## src/rtl/osd_cmd_tx_pkg.sv

```systemverilog
// rtl/osd_cmd_tx_pkg.sv - shared types and constants for the OSD command transmitter
//
// Purpose: op codes, OSD command-word constants, FSM state enum and the
//          header-word builder used by osd_cmd_tx.
package osd_tx_pkg;

    typedef enum logic [1:0] {
        OP_DISABLE     = 2'd0,
        OP_ENABLE      = 2'd1,
        OP_ENABLE_INFO = 2'd2,
        OP_WRITE       = 2'd3
    } op_e;

    localparam logic [7:0] OSD_CMD_WRITE  = 8'h20;
    localparam logic [7:0] OSD_CMD_ENABLE = 8'h40;
    localparam int         EN_BIT         = 0;
    localparam int         INFO_BIT       = 2;
    localparam int         NOMENU_BIT     = 3;

    typedef enum logic [2:0] {
        ST_IDLE  = 3'd0,
        ST_SETUP = 3'd1,
        ST_STRB  = 3'd2,
        ST_GAP   = 3'd3,
        ST_TAIL  = 3'd4
    } state_e;

    // First word of every transaction. Disable is the bare enable-class
    // command with the enable bit clear.
    function automatic logic [15:0] header_word(input op_e op, input logic [4:0] arg);
        logic [7:0] w;
        w = OSD_CMD_ENABLE;
        case (op)
            OP_DISABLE: w = OSD_CMD_ENABLE;
            OP_ENABLE: begin
                w[EN_BIT]     = 1'b1;
                w[NOMENU_BIT] = arg[0];
            end
            OP_ENABLE_INFO: begin
                w[EN_BIT]   = 1'b1;
                w[INFO_BIT] = 1'b1;
            end
            OP_WRITE: w = OSD_CMD_WRITE | {3'b000, arg};
            default: w = OSD_CMD_ENABLE;
        endcase
        return {8'h00, w};
    endfunction

endpackage

```

## src/rtl/osd_cmd_tx_if.sv

```systemverilog
// rtl/osd_cmd_tx_if.sv - command request interface for the OSD command transmitter
//
// Purpose: bundles the command handshake and its sampled arguments.
// Signals: cmd_valid/cmd_ready handshake, cmd_op, cmd_arg, info_x/y (12b),
//          info_w/h (6b), info_rot (2b), wr_len (13b).
// Modports: master drives the request, slave (the transmitter) returns cmd_ready.
interface osd_cmd_tx_if;
    logic        cmd_valid;
    logic        cmd_ready;
    logic [1:0]  cmd_op;
    logic [4:0]  cmd_arg;
    logic [11:0] info_x;
    logic [11:0] info_y;
    logic [5:0]  info_w;
    logic [5:0]  info_h;
    logic [1:0]  info_rot;
    logic [12:0] wr_len;

    modport master (
        output cmd_valid, cmd_op, cmd_arg, info_x, info_y, info_w, info_h, info_rot, wr_len,
        input  cmd_ready
    );

    modport slave (
        input  cmd_valid, cmd_op, cmd_arg, info_x, info_y, info_w, info_h, info_rot, wr_len,
        output cmd_ready
    );
endinterface

```

## src/rtl/osd_cmd_tx_pacer.sv

```systemverilog
// rtl/osd_cmd_tx_pacer.sv - phase length down-counter for STRB/GAP/TAIL
//
// Purpose: loads the length of the phase being entered and counts it down.
// Ports: clk_sys, reset_n (async active-low); load + load_phase select the
//        phase about to start; last_cycle is high in the final cycle of it.
module osd_tx_pacer
    import osd_tx_pkg::*;
#(
    parameter int STROBE_LEN = 2,
    parameter int GAP_LEN    = 2,
    parameter int FRAME_GAP  = 4
) (
    input  logic   clk_sys,
    input  logic   reset_n,
    input  logic   load,
    input  state_e load_phase,
    output logic   last_cycle
);

    localparam logic [15:0] STRB_M1 = 16'(STROBE_LEN - 1);
    localparam logic [15:0] GAP_M1  = 16'(GAP_LEN - 1);
    localparam logic [15:0] TAIL_M1 = 16'(FRAME_GAP - 1);

    logic [15:0] count_q;
    logic [15:0] count_d;
    logic [15:0] len_m1;

    always_comb begin
        len_m1 = 16'd0;
        case (load_phase)
            ST_STRB: len_m1 = STRB_M1;
            ST_GAP:  len_m1 = GAP_M1;
            ST_TAIL: len_m1 = TAIL_M1;
            default: len_m1 = 16'd0;
        endcase
    end

    always_comb begin
        count_d = count_q;
        if (load) begin
            count_d = len_m1;
        end else if (count_q != 16'd0) begin
            count_d = count_q - 16'd1;
        end
    end

    always_ff @(posedge clk_sys or negedge reset_n) begin
        if (!reset_n) begin
            count_q <= 16'd0;
        end else begin
            count_q <= count_d;
        end
    end

    assign last_cycle = (count_q == 16'd0);

endmodule

```

## src/rtl/osd_cmd_tx.sv

```systemverilog
// rtl/osd_cmd_tx.sv - OSD side-channel command-stream transmitter
//
// Purpose: frames disable/enable/info/write transactions onto io_osd,
//          io_strobe and io_din, fetching write payload from a byte memory.
// Ports: clk_sys, reset_n (async active-low); cmd (osd_cmd_tx_if.slave);
//        rd_addr/rd_data payload memory (1-cycle latency); io_osd, io_strobe,
//        io_din OSD bus; busy while a transaction is in flight.
module osd_cmd_tx
    import osd_tx_pkg::*;
#(
    parameter int STROBE_LEN = 2,
    parameter int GAP_LEN    = 2,
    parameter int FRAME_GAP  = 4
) (
    input  logic         clk_sys,
    input  logic         reset_n,
    osd_cmd_tx_if.slave  cmd,
    output logic [12:0]  rd_addr,
    input  logic [7:0]   rd_data,
    output logic         io_osd,
    output logic         io_strobe,
    output logic [15:0]  io_din,
    output logic         busy
);

    state_e      state_q, state_d;
    op_e         op_q, op_d;
    logic [12:0] base_q, base_d;
    logic [13:0] n_words_q, n_words_d;
    logic [13:0] word_idx_q, word_idx_d;
    logic [11:0] info_x_q, info_x_d;
    logic [11:0] info_y_q, info_y_d;
    logic [5:0]  info_w_q, info_w_d;
    logic [5:0]  info_h_q, info_h_d;
    logic [1:0]  info_rot_q, info_rot_d;
    logic [15:0] din_q, din_d;
    logic [12:0] rd_addr_q, rd_addr_d;

    logic        pacer_load;
    state_e      pacer_phase;
    logic        last_cycle;
    logic [13:0] next_idx;
    logic        last_word;
    logic [15:0] next_word;

    osd_tx_pacer #(
        .STROBE_LEN (STROBE_LEN),
        .GAP_LEN    (GAP_LEN),
        .FRAME_GAP  (FRAME_GAP)
    ) u_pacer (
        .clk_sys    (clk_sys),
        .reset_n    (reset_n),
        .load       (pacer_load),
        .load_phase (pacer_phase),
        .last_cycle (last_cycle)
    );

    assign next_idx  = word_idx_q + 14'd1;
    assign last_word = (word_idx_q == n_words_q - 14'd1);

    // Word that follows the current one; only meaningful when !last_word.
    // For writes rd_data answers the address presented during this STRB.
    always_comb begin
        next_word = din_q;
        case (op_q)
            OP_ENABLE_INFO: begin
                case (next_idx[2:0])
                    3'd1:    next_word = {4'h0, info_x_q};
                    3'd2:    next_word = {4'h0, info_y_q};
                    3'd3:    next_word = {10'h000, info_w_q};
                    3'd4:    next_word = {10'h000, info_h_q};
                    3'd5:    next_word = {14'h0000, info_rot_q};
                    default: next_word = 16'h0000;
                endcase
            end
            OP_WRITE: next_word = {8'h00, rd_data};
            default:  next_word = din_q;
        endcase
    end

    always_comb begin
        state_d     = state_q;
        op_d        = op_q;
        base_d      = base_q;
        n_words_d   = n_words_q;
        word_idx_d  = word_idx_q;
        info_x_d    = info_x_q;
        info_y_d    = info_y_q;
        info_w_d    = info_w_q;
        info_h_d    = info_h_q;
        info_rot_d  = info_rot_q;
        din_d       = din_q;
        rd_addr_d   = rd_addr_q;
        pacer_load  = 1'b0;
        pacer_phase = ST_IDLE;

        case (state_q)
            ST_IDLE: begin
                if (cmd.cmd_valid) begin
                    op_d       = op_e'(cmd.cmd_op);
                    base_d     = {cmd.cmd_arg, 8'h00};
                    info_x_d   = cmd.info_x;
                    info_y_d   = cmd.info_y;
                    info_w_d   = cmd.info_w;
                    info_h_d   = cmd.info_h;
                    info_rot_d = cmd.info_rot;
                    din_d      = header_word(op_e'(cmd.cmd_op), cmd.cmd_arg);
                    case (op_e'(cmd.cmd_op))
                        OP_ENABLE_INFO: n_words_d = 14'd6;
                        OP_WRITE:       n_words_d = {1'b0, cmd.wr_len} + 14'd1;
                        default:        n_words_d = 14'd1;
                    endcase
                    state_d = ST_SETUP;
                end
            end
            ST_SETUP: begin
                word_idx_d  = 14'd0;
                if (op_q == OP_WRITE) begin
                    rd_addr_d = base_q;
                end
                pacer_load  = 1'b1;
                pacer_phase = ST_STRB;
                state_d     = ST_STRB;
            end
            ST_STRB: begin
                if (last_cycle) begin
                    if (!last_word) begin
                        din_d = next_word;
                    end
                    pacer_load  = 1'b1;
                    pacer_phase = ST_GAP;
                    state_d     = ST_GAP;
                end
            end
            ST_GAP: begin
                if (last_cycle) begin
                    pacer_load = 1'b1;
                    if (last_word) begin
                        din_d       = 16'h0000;
                        rd_addr_d   = 13'd0;
                        pacer_phase = ST_TAIL;
                        state_d     = ST_TAIL;
                    end else begin
                        word_idx_d  = next_idx;
                        // 13-bit add wraps past 0x1FFF to 0 on its own.
                        if (op_q == OP_WRITE) begin
                            rd_addr_d = base_q + next_idx[12:0];
                        end
                        pacer_phase = ST_STRB;
                        state_d     = ST_STRB;
                    end
                end
            end
            ST_TAIL: begin
                if (last_cycle) begin
                    state_d = ST_IDLE;
                end
            end
            default: state_d = ST_IDLE;
        endcase
    end

    always_ff @(posedge clk_sys or negedge reset_n) begin
        if (!reset_n) begin
            state_q    <= ST_IDLE;
            op_q       <= OP_DISABLE;
            base_q     <= 13'd0;
            n_words_q  <= 14'd1;
            word_idx_q <= 14'd0;
            info_x_q   <= 12'd0;
            info_y_q   <= 12'd0;
            info_w_q   <= 6'd0;
            info_h_q   <= 6'd0;
            info_rot_q <= 2'd0;
            din_q      <= 16'h0000;
            rd_addr_q  <= 13'd0;
        end else begin
            state_q    <= state_d;
            op_q       <= op_d;
            base_q     <= base_d;
            n_words_q  <= n_words_d;
            word_idx_q <= word_idx_d;
            info_x_q   <= info_x_d;
            info_y_q   <= info_y_d;
            info_w_q   <= info_w_d;
            info_h_q   <= info_h_d;
            info_rot_q <= info_rot_d;
            din_q      <= din_d;
            rd_addr_q  <= rd_addr_d;
        end
    end

    // Bus controls decode straight from the state flop so an asynchronous
    // reset drops them immediately.
    assign io_osd        = (state_q == ST_SETUP) || (state_q == ST_STRB) || (state_q == ST_GAP);
    assign io_strobe     = (state_q == ST_STRB);
    assign io_din        = din_q;
    assign rd_addr       = rd_addr_q;
    assign busy          = (state_q != ST_IDLE);
    assign cmd.cmd_ready = (state_q == ST_IDLE);

endmodule

```

## src/flat_wrapper.sv

```systemverilog
// flat-port wrapper written by rule: the top's interface ports become plain ports
module osd_cmd_tx_flat import osd_tx_pkg::*;
#(
    parameter int STROBE_LEN = 2,
    parameter int GAP_LEN    = 2,
    parameter int FRAME_GAP  = 4
)
  (clk_sys, reset_n, rd_addr, rd_data, io_osd, io_strobe, io_din, busy, cmd_cmd_valid, cmd_cmd_op, cmd_cmd_arg, cmd_info_x, cmd_info_y, cmd_info_w, cmd_info_h, cmd_info_rot, cmd_wr_len, cmd_cmd_ready);
  osd_cmd_tx_if cmd_i ();
  input  logic clk_sys;
  input  logic reset_n;
  output logic [12:0] rd_addr;
  input  logic [7:0] rd_data;
  output logic io_osd;
  output logic io_strobe;
  output logic [15:0] io_din;
  output logic busy;
  input wire logic [$bits(cmd_i.cmd_valid)-1:0] cmd_cmd_valid;
  input wire logic [$bits(cmd_i.cmd_op)-1:0] cmd_cmd_op;
  input wire logic [$bits(cmd_i.cmd_arg)-1:0] cmd_cmd_arg;
  input wire logic [$bits(cmd_i.info_x)-1:0] cmd_info_x;
  input wire logic [$bits(cmd_i.info_y)-1:0] cmd_info_y;
  input wire logic [$bits(cmd_i.info_w)-1:0] cmd_info_w;
  input wire logic [$bits(cmd_i.info_h)-1:0] cmd_info_h;
  input wire logic [$bits(cmd_i.info_rot)-1:0] cmd_info_rot;
  input wire logic [$bits(cmd_i.wr_len)-1:0] cmd_wr_len;
  output wire logic [$bits(cmd_i.cmd_ready)-1:0] cmd_cmd_ready;
  assign cmd_i.cmd_valid = cmd_cmd_valid;
  assign cmd_i.cmd_op = cmd_cmd_op;
  assign cmd_i.cmd_arg = cmd_cmd_arg;
  assign cmd_i.info_x = cmd_info_x;
  assign cmd_i.info_y = cmd_info_y;
  assign cmd_i.info_w = cmd_info_w;
  assign cmd_i.info_h = cmd_info_h;
  assign cmd_i.info_rot = cmd_info_rot;
  assign cmd_i.wr_len = cmd_wr_len;
  assign cmd_cmd_ready = cmd_i.cmd_ready;
  osd_cmd_tx #(.STROBE_LEN(STROBE_LEN), .GAP_LEN(GAP_LEN), .FRAME_GAP(FRAME_GAP)) u_core (.clk_sys(clk_sys), .reset_n(reset_n), .cmd(cmd_i), .rd_addr(rd_addr), .rd_data(rd_data), .io_osd(io_osd), .io_strobe(io_strobe), .io_din(io_din), .busy(busy));
endmodule
```

## config.mk

```make
export PLATFORM = sky130hd
export DESIGN_NAME = osd_cmd_tx_flat
export DESIGN_NICKNAME = d
export VERILOG_FILES = /design/src/rtl/osd_cmd_tx_pkg.sv /design/src/rtl/osd_cmd_tx_if.sv /design/src/rtl/osd_cmd_tx_pacer.sv /design/src/rtl/osd_cmd_tx.sv /design/src/flat_wrapper.sv
export SDC_FILE = /design/constraint.sdc
export NUM_CORES = 1
export LEC_CHECK = 0
export BUFFER_PORTS_ARGS = -buffer_cell sky130_fd_sc_hd__buf_2
export CAP_MARGIN = 10
export CORE_UTILIZATION = 58
export CTS_CLUSTER_SIZE = 25
export DETAILED_ROUTE_END_ITERATION = 7
export PLACE_DENSITY = 0.91
export SLEW_MARGIN = 20
export SYNTH_ARGS = -nofsm -noshare
export SYNTH_HDL_FRONTEND = slang
export SYNTH_HIERARCHICAL = 1
export SYNTH_SLANG_ARGS = --single-unit
```

## constraint.sdc

```tcl
create_clock -name clk_sys -period 4.1 [get_ports clk_sys]
set_input_delay 0.205 -clock clk_sys [delete_from_list [all_inputs] [get_ports clk_sys]]
set_output_delay 0.205 -clock clk_sys [all_outputs]
set_load 0.005 [all_outputs]
```

==> reports/summary.txt <==
Reg2reg path depth -> 7
F_max -> 268 MHz
CTS tree -> built
Mapped Area -> 0.00663 sq mm
Post-CTS Setup Inserts -> 0
Cells after Synth -> 730
Largest net degree at the start of global routing -> 57
Post-synth EDFFs -> 0
Status -> finished, final reports clean
Detail Placement HPWL -> 12000 um
Drt pass-1 iters -> 7
First-pass GRT wire length -> 30700 um
VDD IR max -> 0.380 mV
IO Pins -> 102
Clock Path Buffers -> 2
Slew HR -> 0.447
Core area -> 0.0110 sq mm
Latest clock arrival within the worst-skew pair -> 0.42 ns
Final min period -> 3.73 ns
Antenna Violating Nets Remaining -> 0
Via density -> 6.25
Yosys reg bits -> 117
Layout area overhead -> 23.5%
Total length of routed wires -> 19500 um
Worst-case hold path end point -> u_core/info_h_q[4]
Pwr Density -> 584 mW/mm^2
CP Max Fanout -> 12
Post_cts resized -> 0
Clock slew at reported path FFs -> 0.06 ns
Final net count -> 945
Max Cap Viol -> 0
Tot Pwr -> 0.00478 W
RSZ-0062 raised after global routing -> false
Hold_buf cts -> 36
Clock Skews -> 0.0112 ns
Setup crit end kind -> flop
Row count -> 38
Hold Slack -> 0.0224 ns
Hold wc startpoint -> cmd_info_h[4]
Starting Density -> 0.604
Commonest non-fill, non-tap cells in the layout -> nand2_1 (178), dfrtp_1 (116), buf_2 (96)
Final Cycle Share -> 0.909
Ys Warns -> 6
Synth async-reset ratio -> 1.00
H-tree lvl count -> 4
Clock buffer count from CTS -> 17
Slew Limit Fails -> 0
Vias in the first global route -> 6271
RR Endpoint -> u_core/io_din[7]
Commonest non-fill, non-tap cell in the layout -> nand2_1
Hold Vio Cnt, Final -> 0
WS Path Type -> flop to flop
# fillers -> 715
Via count -> 6327
WP data required -> 4.40 ns
Syn Area/Cell -> 9.09 sq um
Worst EP arrival -> 4.03 ns
Die height -> 109 um
Initial antenna violation count -> 1
Worst min path class -> input port to flop
Root Buffer -> clkbuf_16
Layout cells sized above 1 -> 0.210
Pleak -> 3.95 nW
Drt initial violations -> 630
Remaining global-route overflow -> 0
DR WL/cell -> 19.3 um
Buffers on Ports -> 97
Setup violations, final -> 0
Least-Margin Pin Slew -> 0.830 ns
Layout Utilization -> 0.746
TNS Setup -> 0 ns
Seq/Total Area, Yosys -> 0.442
Total die area -> 0.0119 sq mm
Die width -> 109 um
Synth cell types -> 60
Clock sinks -> 117
GPL Wtd Cong -> 0.991
GRT Util Overall -> 0.346
Startpoint types -> flop
Hold Path Stages -> 3
Reg2reg start -> u_core/n_words_q[2]
Reg2Reg Setup Slack -> 0.37 ns
Main flop type after synthesis -> dfrtp_1
DR DRC count -> 0
==> worst max path at each step <==
| stage | from | endpoint | slack [ns] |
|---|---|---|---|
| floorplan | u_core/n_words_q[1] | u_core/io_din[10] | 0.70 |
| global placement | u_core/n_words_q[2] | u_core/io_din[7] | 0.59 |
| detailed placement | u_core/n_words_q[2] | u_core/io_din[7] | 0.50 |
| CTS | u_core/n_words_q[2] | u_core/io_din[7] | 0.43 |
| global route | u_core/n_words_q[4] | u_core/io_din[0] | 0.12 |
| finish | u_core/n_words_q[2] | u_core/io_din[7] | 0.37 |
==> cells in the mapped netlist (7+ instances only) <==
cell / n / share of area
nand2_1: 179 / 0.10
dfrtp_1: 116 / 0.44
o21ai_0: 36 / 0.027
nor2_1: 34 / 0.019
nand3_1: 31 / 0.023
xnor2_1: 30 / 0.040
clkbuf_1: 29 / 0.016
inv_1: 22 / 0.012
a21oi_1: 21 / 0.016
a22o_1: 16 / 0.021
ha_1: 16 / 0.030
mux2_2: 14 / 0.024
or3_1: 13 / 0.012
xor2_1: 12 / 0.016
a22oi_1: 10 / 0.011
mux2_4: 10 / 0.023
nor3_1: 10 / 0.0075
o31ai_1: 10 / 0.011
nor4_1: 8 / 0.0075
nor2b_1: 7 / 0.0066
o211ai_1: 7 / 0.0079
o311ai_0: 7 / 0.0092
==> cell type report <==
cell class | count | area (sq um) | share of cell area
clock inverters | 15 | 169 | 0.0206
flip-flops and latches | 117 | 2930 | 0.357
diodes | 1 | 2.50 | 0.000305
repair buffers | 147 | 953 | 0.116
multi-input cells | 554 | 3460 | 0.422
clock buffers | 17 | 425 | 0.0519
inverters | 22 | 82.6 | 0.0101
well taps | 140 | 175 | 0.0214
==> power by group <==
part / internal (W) / switching [W]
logic: 0.000644 / 0.000853
clock network: 0.000910 / 0.000589
registers: 0.00147 / 0.000322
==> critical path, stage by stage (launching register included) <==
cell       delay [ns]
dfrtp_1          0.45
or4_4            0.57
or3_1            0.37
a211oi_2         0.26
o2111ai_2        0.29
or4_1            0.63
a311o_1          0.62
mux2_4           0.41
==> metrics by stage <==
stage	cell area (sq um)	worst slack (ns)	cells
after floorplan	6650	0.701	733
after detailed placement	7230	0.497	943
after global routing	8190	0.124	1013
after CTS	8180	0.426	1011
final	8190	0.374	1013
after global placement	7230	0.587	943
==> kinds of logic after synthesis <==
| family | synth area share |
|---|---|
| flops | 0.442 |
| xor+xnor | 0.0588 |
| mux | 0.0539 |
| fa+ha+maj | 0.0332 |
| compound gates | 0.146 |
| simple gates | 0.227 |
| other cells | 0.000565 |
| buf+inv | 0.0394 |
==> state kept, by name, summed over array words and instances, names as in the netlist <==
| name | cells |
|---|---|
| u_core/rd_addr | 13 |
| u_core/n_words_q | 14 |
| u_core/io_din | 12 |
| u_core/info_w_q | 6 |
| u_core/info_h_q | 6 |
| u_core/word_idx_q | 14 |
| u_core/info_rot_q | 2 |
| u_core/info_y_q | 12 |
| u_core/state_q | 3 |
| u_core/u_pacer/count_q | 16 |
| u_core/op_q | 2 |
| u_core/info_x_q | 12 |
| u_core/base_q | 5 |
==> metal layers <==
metal,vias to the layer above,part of all wire,track usage
li1,2825,-,-
met1,3020,0.38,0.409
met2,397,0.49,0.569
met3,85,0.092,0.0879
met4,0,0.042,0.207
met5,-,0,0
Note: power is estimated with default switching activity, not from simulation.
